### src/rtl/fifo_guarded_if.sv
// rtl/fifo_guarded_if.sv - request, data and status bundle for fifo_guarded
// The FIFO sits on the slave side; the producer/consumer logic uses master.
interface fifo_guarded_if #(
    parameter int DWIDTH = 16,
    parameter int AWIDTH = 8
);
    logic [DWIDTH-1:0] data_i;
    logic              wrreq_i;
    logic              rdreq_i;
    logic [AWIDTH:0]   af_thresh_i;
    logic [AWIDTH:0]   ae_thresh_i;
    logic              err_clr_i;
    logic [DWIDTH-1:0] q_o;
    logic              empty_o;
    logic              full_o;
    logic [AWIDTH:0]   usedw_o;
    logic              almost_full_o;
    logic              almost_empty_o;
    logic              ovf_o;
    logic              udf_o;

    modport master (
        output data_i, wrreq_i, rdreq_i, af_thresh_i, ae_thresh_i, err_clr_i,
        input  q_o, empty_o, full_o, usedw_o, almost_full_o, almost_empty_o, ovf_o, udf_o
    );

    modport slave (
        input  data_i, wrreq_i, rdreq_i, af_thresh_i, ae_thresh_i, err_clr_i,
        output q_o, empty_o, full_o, usedw_o, almost_full_o, almost_empty_o, ovf_o, udf_o
    );
endinterface

### src/rtl/fifo_guarded.sv
// rtl/fifo_guarded.sv - single-clock FIFO with occupancy count, sticky errors and thresholds
// Full/empty come only from the count, so pointers may wrap freely.
module fifo_guarded #(
    parameter int DWIDTH          = 16,
    parameter int AWIDTH          = 8,
    parameter int SHOWAHEAD       = 1,
    parameter int REGISTER_OUTPUT = 0
) (
    input  logic          clk_i,
    input  logic          srst_i,
    fifo_guarded_if.slave bus
);
    localparam int              DEPTH    = 1 << AWIDTH;
    localparam logic [AWIDTH:0] FULL_CNT = (AWIDTH + 1)'(DEPTH);

    logic [DWIDTH-1:0] mem_q [DEPTH];
    logic [AWIDTH-1:0] wr_ptr_q, wr_ptr_d;
    logic [AWIDTH-1:0] rd_ptr_q, rd_ptr_d;
    logic [AWIDTH:0]   cnt_q, cnt_d;
    logic              ovf_q, ovf_d;
    logic              udf_q, udf_d;
    logic              empty, full, wr_acc, rd_acc;
    logic [DWIDTH-1:0] head;

    always_comb begin
        empty    = (cnt_q == '0);
        full     = (cnt_q == FULL_CNT);
        wr_acc   = bus.wrreq_i & ~full;
        rd_acc   = bus.rdreq_i & ~empty;
        wr_ptr_d = wr_ptr_q;
        rd_ptr_d = rd_ptr_q;
        cnt_d    = cnt_q;
        if (wr_acc) wr_ptr_d = wr_ptr_q + 1'b1;
        if (rd_acc) rd_ptr_d = rd_ptr_q + 1'b1;
        if (wr_acc && !rd_acc) begin
            cnt_d = cnt_q + 1'b1;
        end else if (rd_acc && !wr_acc) begin
            cnt_d = cnt_q - 1'b1;
        end
        // A fresh error in the clearing cycle keeps the flag set.
        ovf_d = (bus.wrreq_i & full)  | (ovf_q & ~bus.err_clr_i);
        udf_d = (bus.rdreq_i & empty) | (udf_q & ~bus.err_clr_i);
    end

    always_ff @(posedge clk_i) begin
        if (srst_i) begin
            wr_ptr_q <= '0;
            rd_ptr_q <= '0;
            cnt_q    <= '0;
            ovf_q    <= 1'b0;
            udf_q    <= 1'b0;
        end else begin
            wr_ptr_q <= wr_ptr_d;
            rd_ptr_q <= rd_ptr_d;
            cnt_q    <= cnt_d;
            ovf_q    <= ovf_d;
            udf_q    <= udf_d;
        end
    end

    // Storage is deliberately left out of reset.
    always_ff @(posedge clk_i) begin
        if (!srst_i && wr_acc) mem_q[wr_ptr_q] <= bus.data_i;
    end

    assign head = mem_q[rd_ptr_q];

    generate
        if (SHOWAHEAD != 0) begin : g_showahead
            // Asynchronous read makes a word written at an edge visible right after it.
            logic [DWIDTH-1:0] hold_q;
            always_ff @(posedge clk_i) begin
                if (srst_i)      hold_q <= '0;
                else if (!empty) hold_q <= head;
            end
            assign bus.q_o = empty ? hold_q : head;
        end else if (REGISTER_OUTPUT != 0) begin : g_regout
            logic [DWIDTH-1:0] stage_q;
            logic              stage_vld_q;
            logic [DWIDTH-1:0] q_q;
            always_ff @(posedge clk_i) begin
                if (srst_i) begin
                    stage_q     <= '0;
                    stage_vld_q <= 1'b0;
                    q_q         <= '0;
                end else begin
                    stage_vld_q <= rd_acc;
                    if (rd_acc)      stage_q <= head;
                    if (stage_vld_q) q_q     <= stage_q;
                end
            end
            assign bus.q_o = q_q;
        end else begin : g_normal
            logic [DWIDTH-1:0] q_q;
            always_ff @(posedge clk_i) begin
                if (srst_i)      q_q <= '0;
                else if (rd_acc) q_q <= head;
            end
            assign bus.q_o = q_q;
        end
    endgenerate

    assign bus.empty_o        = empty;
    assign bus.full_o         = full;
    assign bus.usedw_o        = cnt_q;
    assign bus.almost_full_o  = (cnt_q >= bus.af_thresh_i);
    assign bus.almost_empty_o = (cnt_q < bus.ae_thresh_i);
    assign bus.ovf_o          = ovf_q;
    assign bus.udf_o          = udf_q;
endmodule

### src/flat_wrapper.sv
// flat-port wrapper written by rule: the top's interface ports become plain ports
module fifo_guarded_flat 
#(
    parameter int DWIDTH          = 16,
    parameter int AWIDTH          = 8,
    parameter int SHOWAHEAD       = 1,
    parameter int REGISTER_OUTPUT = 0
)
  (clk_i, srst_i, bus_data_i, bus_wrreq_i, bus_rdreq_i, bus_af_thresh_i, bus_ae_thresh_i, bus_err_clr_i, bus_q_o, bus_empty_o, bus_full_o, bus_usedw_o, bus_almost_full_o, bus_almost_empty_o, bus_ovf_o, bus_udf_o);
  fifo_guarded_if #(.DWIDTH(DWIDTH), .AWIDTH(AWIDTH)) bus_i ();
  input  logic clk_i;
  input  logic srst_i;
  input wire logic [$bits(bus_i.data_i)-1:0] bus_data_i;
  input wire logic [$bits(bus_i.wrreq_i)-1:0] bus_wrreq_i;
  input wire logic [$bits(bus_i.rdreq_i)-1:0] bus_rdreq_i;
  input wire logic [$bits(bus_i.af_thresh_i)-1:0] bus_af_thresh_i;
  input wire logic [$bits(bus_i.ae_thresh_i)-1:0] bus_ae_thresh_i;
  input wire logic [$bits(bus_i.err_clr_i)-1:0] bus_err_clr_i;
  output wire logic [$bits(bus_i.q_o)-1:0] bus_q_o;
  output wire logic [$bits(bus_i.empty_o)-1:0] bus_empty_o;
  output wire logic [$bits(bus_i.full_o)-1:0] bus_full_o;
  output wire logic [$bits(bus_i.usedw_o)-1:0] bus_usedw_o;
  output wire logic [$bits(bus_i.almost_full_o)-1:0] bus_almost_full_o;
  output wire logic [$bits(bus_i.almost_empty_o)-1:0] bus_almost_empty_o;
  output wire logic [$bits(bus_i.ovf_o)-1:0] bus_ovf_o;
  output wire logic [$bits(bus_i.udf_o)-1:0] bus_udf_o;
  assign bus_i.data_i = bus_data_i;
  assign bus_i.wrreq_i = bus_wrreq_i;
  assign bus_i.rdreq_i = bus_rdreq_i;
  assign bus_i.af_thresh_i = bus_af_thresh_i;
  assign bus_i.ae_thresh_i = bus_ae_thresh_i;
  assign bus_i.err_clr_i = bus_err_clr_i;
  assign bus_q_o = bus_i.q_o;
  assign bus_empty_o = bus_i.empty_o;
  assign bus_full_o = bus_i.full_o;
  assign bus_usedw_o = bus_i.usedw_o;
  assign bus_almost_full_o = bus_i.almost_full_o;
  assign bus_almost_empty_o = bus_i.almost_empty_o;
  assign bus_ovf_o = bus_i.ovf_o;
  assign bus_udf_o = bus_i.udf_o;
  fifo_guarded #(.DWIDTH(DWIDTH), .AWIDTH(AWIDTH), .SHOWAHEAD(SHOWAHEAD), .REGISTER_OUTPUT(REGISTER_OUTPUT)) u_core (.clk_i(clk_i), .srst_i(srst_i), .bus(bus_i));
endmodule
### config.mk
export PLATFORM = sky130hd
export DESIGN_NAME = fifo_guarded_flat
export DESIGN_NICKNAME = d
export VERILOG_FILES = /design/src/rtl/fifo_guarded_if.sv /design/src/rtl/fifo_guarded.sv /design/src/flat_wrapper.sv
export SDC_FILE = /design/constraint.sdc
export NUM_CORES = 2
export LEC_CHECK = 0
export CAP_MARGIN = 20
export CORE_ASPECT_RATIO = 0.75
export CORE_UTILIZATION = 41
export DETAILED_ROUTE_END_ITERATION = 8
export HOLD_SLACK_MARGIN = 0.02
export PLACE_DENSITY_LB_ADDON = 0.2
export SYNTH_ARGS = -nofsm -noshare
export SYNTH_HDL_FRONTEND = slang
export SYNTH_SLANG_ARGS = --single-unit
### constraint.sdc
create_clock -name clk_i -period 4.7 [get_ports clk_i]
set_clock_uncertainty 0.1 [all_clocks]
set_input_delay 1.175 -clock clk_i [delete_from_list [all_inputs] [get_ports clk_i]]
set_output_delay 1.175 -clock clk_i [all_outputs]
set_load 0.05 [all_outputs]
==> results.txt <==
----------------------------------------------------
[Status]
  Outcome ... finished with violations
  Failing checks ... setup timing

[Yosys]
  Simple-gate share of the synthesized area ... 0.0221
  Post-synthesis compound-gate area fraction ... 0.0264
  Count of cell types in the netlist ... 90
  Proportion of synthesized chip area in sequential cells ... 0.769
  Number of warnings issued by yosys ... 0
  Combined area of all synthesized cells ... 161000 um2
  Average cell area after synthesis ... 21.7 um2
  Number of storage elements in the synthesis netlist ... ~4100
  Main combinational cell family by area after synthesis ... multiplexers
  Xor and xnor area share after synthesis ... 0.000978
  Synthesized instance count ... 7418
  Share of synthesized area spent on multiplexers ... 0.158
  Count of flip-flops with a built-in enable after synthesis ... between 4000 and 5000
  Syn nets ... roughly 7500
  Async S/R FF share, synth ... 0
  Main synth FF type ... sky130_fd_sc_hd__edfxtp_1
  Adder-cell area share of the yosys netlist ... 0.00261

[Finish]
  Post-Layout Inst Area ... around 200000 um2
  Synth-to-Final Area Change ... 21.2%
  Commonest non-fill, non-tap cell in the layout ... sky130_fd_sc_hd__edfxtp_1
  Non-filler instance count after layout ... 14300
  Top library cells by usage in the layout, fill and taps aside ... 4096 x sky130_fd_sc_hd__edfxtp_1, 972 x sky130_fd_sc_hd__buf_4, 910 x sky130_fd_sc_hd__mux4_2, 410 x sky130_fd_sc_hd__clkbuf_16, 274 x sky130_fd_sc_hd__mux2i_1
  Nets@finish ... 8885
  Share of final-layout standard cells stronger than drive strength 1 ... 0.374

[STA]
  Final setup TNS ... -13440 ps
  Slack of the critical path ... -937 ps
  Tightest Pin Transition ... 1330 ps
  Post-route clock period utilization ... 1.20
  FMAX ... roughly 0.18 GHz
  Final setup vio count ... 16
  Final critical path time including I/O delays and setup ... 5640 ps
  Worst slew slack as a fraction of its limit ... 0.111
  RSZ-0062 raised after global routing ... yes
  Final hold violation count ... 0
  Total count of max-transition violations in the final report ... 0

[Power]
  Static leakage power ... 62.0 nW
  Power density over the cells ... between 400 and 500 nW/um2
  Largest voltage drop on the vdd net ... 330 uV

[Drt]
  DR WL/cell ... 35.7 um
  Residual DRC count ... 0
  Vias per cell ... ~6
  First-pass iteration count of the detailed router ... 6
  Total number of vias ... 86700
  1st-iter DRT viols ... between 10000 and 15000
  Routed Antenna Nets ... 0
  Detailed Route WL ... 512000 um

[Clocking]
  Clk buf depth ... 4
  CTS tree ... yes
  Number of buffers added by the clock tree synthesis step ... 394
  H-tree depth ... 5
  Root Buffer ... sky130_fd_sc_hd__clkbuf_16
  Num Clock Sinks ... 4147
  Worst-skew pair later-pin latency ... 970 ps
  Clock edge transition at the registers on the reported setup and hold paths ... around 60 ps

[Global route]
  Total global routing track utilization ... 0.253
  Number of antenna violations at the first check in global routing ... 28
  Global-route wire length before repair ... about 700000 um
  Vias in the first global route ... 83700
  Residual overflow from global routing ... 0
  Largest net degree at the start of global routing ... roughly 130

[Floorplanning]
  Die boundary width ... 726 um
  Starting density of the core ... 0.414
  Cell row count ... approximately 200
  Area of the core region ... 390000 um2
  Floorplan die area ... about 400000 um2
  Total I/O pin count ... 70
  Die height ... 545 um

[Placed design]
  Number of placed instances with taps included ... 13400
  Count of input and output buffers ... 69
  Cell Area, Placed ... 177000 um2
  Placed wire-length estimate after detailed placement ... 323000 um
  Final GP Congestion ... about 0.88

[Setup path]
  End point of the critical path ... bus_q_o[4]
  Class of the most critical setup path ... reg2out
  Startpoint type of the worst setup path ... flip-flop
  Data required time at the worst endpoint ... 3420 ps
  Endpoint class of the critical path ... output pin
  Depth of the worst register-to-register path ... 17
  Signal arrival time at the worst endpoint ... between 4000 and 5000 ps
  FF-to-FF setup slack ... between 400 and 500 ps
  Maximum fanout along the worst path ... 6
  Reg2reg start ... u_core.bus.usedw_o[2]$_SDFFE_PP0P_
  Capturing point of the worst reg2reg path ... u_core.bus.usedw_o[8]$_SDFFE_PP0P_

[Flow run]
  Max Cap Viol ... 0

[Min path]
  Min-delay worst type ... reg2reg

----------------------------------------------------
==> cell families after synthesis <==
family | Yosys count
DFF | 4147
muxes | 1330
and+or+nand+nor | 827
AOI/OAI and AO/OA | 613
buffers and inverters | 450
adders and majority gates | 33
xor gates and xnor gates | 18
==> routing by layer <==
metal / up-vias / share of wire / global-route usage / routed length, um
met5: - / 0.00023 / 0 / 116
met4: 18 / 0.031 / 0.0721 / 15700
met3: 724 / 0.11 / 0.0591 / 57600
met2: 5089 / 0.44 / 0.370 / 224000
met1: 46800 / 0.42 / 0.381 / 215000
li1: 34000 / - / - / -
==> synth_stat cells (11+ instances only) <==
cell type | number | area [um2]
sky130_fd_sc_hd__edfxtp_1 | 4096 | 123000
sky130_fd_sc_hd__mux4_2 | 903 | 20300
sky130_fd_sc_hd__nor2_1 | 418 | 1570
sky130_fd_sc_hd__mux2i_1 | 294 | 2940
sky130_fd_sc_hd__nand2_1 | 214 | 803
sky130_fd_sc_hd__a21oi_1 | 119 | 596
sky130_fd_sc_hd__o22ai_1 | 116 | 726
sky130_fd_sc_hd__buf_6 | 99 | 1110
sky130_fd_sc_hd__clkbuf_1 | 98 | 368
sky130_fd_sc_hd__buf_2 | 90 | 450
sky130_fd_sc_hd__buf_4 | 84 | 631
sky130_fd_sc_hd__mux2_2 | 84 | 946
sky130_fd_sc_hd__o21ai_0 | 82 | 410
sky130_fd_sc_hd__o221ai_1 | 70 | 613
sky130_fd_sc_hd__dfxtp_1 | 51 | 1020
sky130_fd_sc_hd__mux4_1 | 49 | 1290
sky130_fd_sc_hd__nand3_1 | 47 | 235
sky130_fd_sc_hd__a221oi_1 | 40 | 350
sky130_fd_sc_hd__ha_1 | 32 | 400
sky130_fd_sc_hd__inv_1 | 27 | 101
sky130_fd_sc_hd__a22oi_1 | 26 | 195
sky130_fd_sc_hd__nor2b_1 | 26 | 163
sky130_fd_sc_hd__a31oi_1 | 24 | 150
sky130_fd_sc_hd__nor3_1 | 23 | 115
sky130_fd_sc_hd__buf_8 | 22 | 330
sky130_fd_sc_hd__nor4_1 | 20 | 125
sky130_fd_sc_hd__a211oi_1 | 16 | 120
sky130_fd_sc_hd__nand2b_1 | 16 | 100
sky130_fd_sc_hd__a2111oi_0 | 14 | 123
sky130_fd_sc_hd__a21o_1 | 14 | 105
sky130_fd_sc_hd__a221o_1 | 14 | 140
sky130_fd_sc_hd__nand4_1 | 14 | 87.6
sky130_fd_sc_hd__xor2_1 | 14 | 123
sky130_fd_sc_hd__a22o_1 | 13 | 114
sky130_fd_sc_hd__a32oi_1 | 11 | 96.3
==> critical path, cell delays in order, from the launching register on <==
cell	delay (ps)
sky130_fd_sc_hd__dfxtp_4	390
sky130_fd_sc_hd__buf_8	130
sky130_fd_sc_hd__buf_12	150
sky130_fd_sc_hd__buf_16	160
sky130_fd_sc_hd__buf_12	140
sky130_fd_sc_hd__mux4_2	490
sky130_fd_sc_hd__mux4_2	530
sky130_fd_sc_hd__mux2i_2	230
sky130_fd_sc_hd__buf_6	190
sky130_fd_sc_hd__o21ai_4	80
sky130_fd_sc_hd__a2111oi_4	270
sky130_fd_sc_hd__buf_4	190
sky130_fd_sc_hd__a211oi_2	50
sky130_fd_sc_hd__clkbuf_16	210
sky130_fd_sc_hd__buf_12	150
==> metrics by stage <==
stage	util	hold slack, ps	power [mW]	setup slack (ps)
global route	0.501	415	97.8	-987
CTS	0.497	383	94.6	-979
global placement	0.455	382	60.1	-1550
finish	0.501	407	95.3	-937
detailed placement	0.455	387	60.1	-852
floorplan	-	367	52.6	244
==> timing repair <==
action	CTS	global route
resized for setup	461	229
pin swaps	66	97
gates cloned	19	9
setup buffers	110	75
endpoints found under the setup margin	16	18
hold buffers	0	0
==> state kept, by name, indices dropped and copies added, names as in the netlist, named ones only <==
name                       count
u_core.rd_ptr_q                8
u_core.g_showahead.hold_q     16
u_core.bus.udf_o               1
u_core.bus.usedw_o             9
u_core.mem_q                4096
u_core.bus.ovf_o               1
u_core.wr_ptr_q                8
==> where the power goes <==
group          leakage [nW]  internal [mW]  switching [mW]
registers              37.2           40.8           0.112
clock network          6.25           18.3            14.0
logic                  18.6           10.8            11.2
==> area by class of cell <==
| cell class | count | area [um2] |
|---|---|---|
| multi-input combinational | 2821 | 36500 |
| tap | 5200 | 6510 |
| timing repair buffer | 1418 | 15300 |
| fill | 30900 | 194000 |
| inverter | 31 | 131 |
| clock buffer | 487 | 10400 |
| antenna | 10 | 25.0 |
| sequential | 4147 | 124000 |
| clock inverter | 230 | 2470 |
==> worst min path at each step <==
| stage | startpoint | endpoint | slack, ps | cells after the start |
|---|---|---|---|---|
| 4_1_cts | bus_data_i[12] | u_core.mem_q[104][12]$_DFFE_PP_ | 380 | 1 |
| 5_1_grt | bus_data_i[12] | u_core.mem_q[123][12]$_DFFE_PP_ | 420 | 1 |
| 3_5_place_dp | u_core.rd_ptr_q[1]$_SDFFE_PP0N_ | flip-flop | 390 | 2 |
| 6_report | u_core.rd_ptr_q[1]$_SDFFE_PP0N_ | flip-flop | 410 | 2 |
| 3_3_place_gp | u_core.rd_ptr_q[1]$_SDFFE_PP0N_ | flip-flop | 380 | 2 |
| 2_1_floorplan | u_core.rd_ptr_q[1]$_SDFFE_PP0N_ | flip-flop | 370 | 2 |
Note: power is estimated with default switching activity, not from simulation.
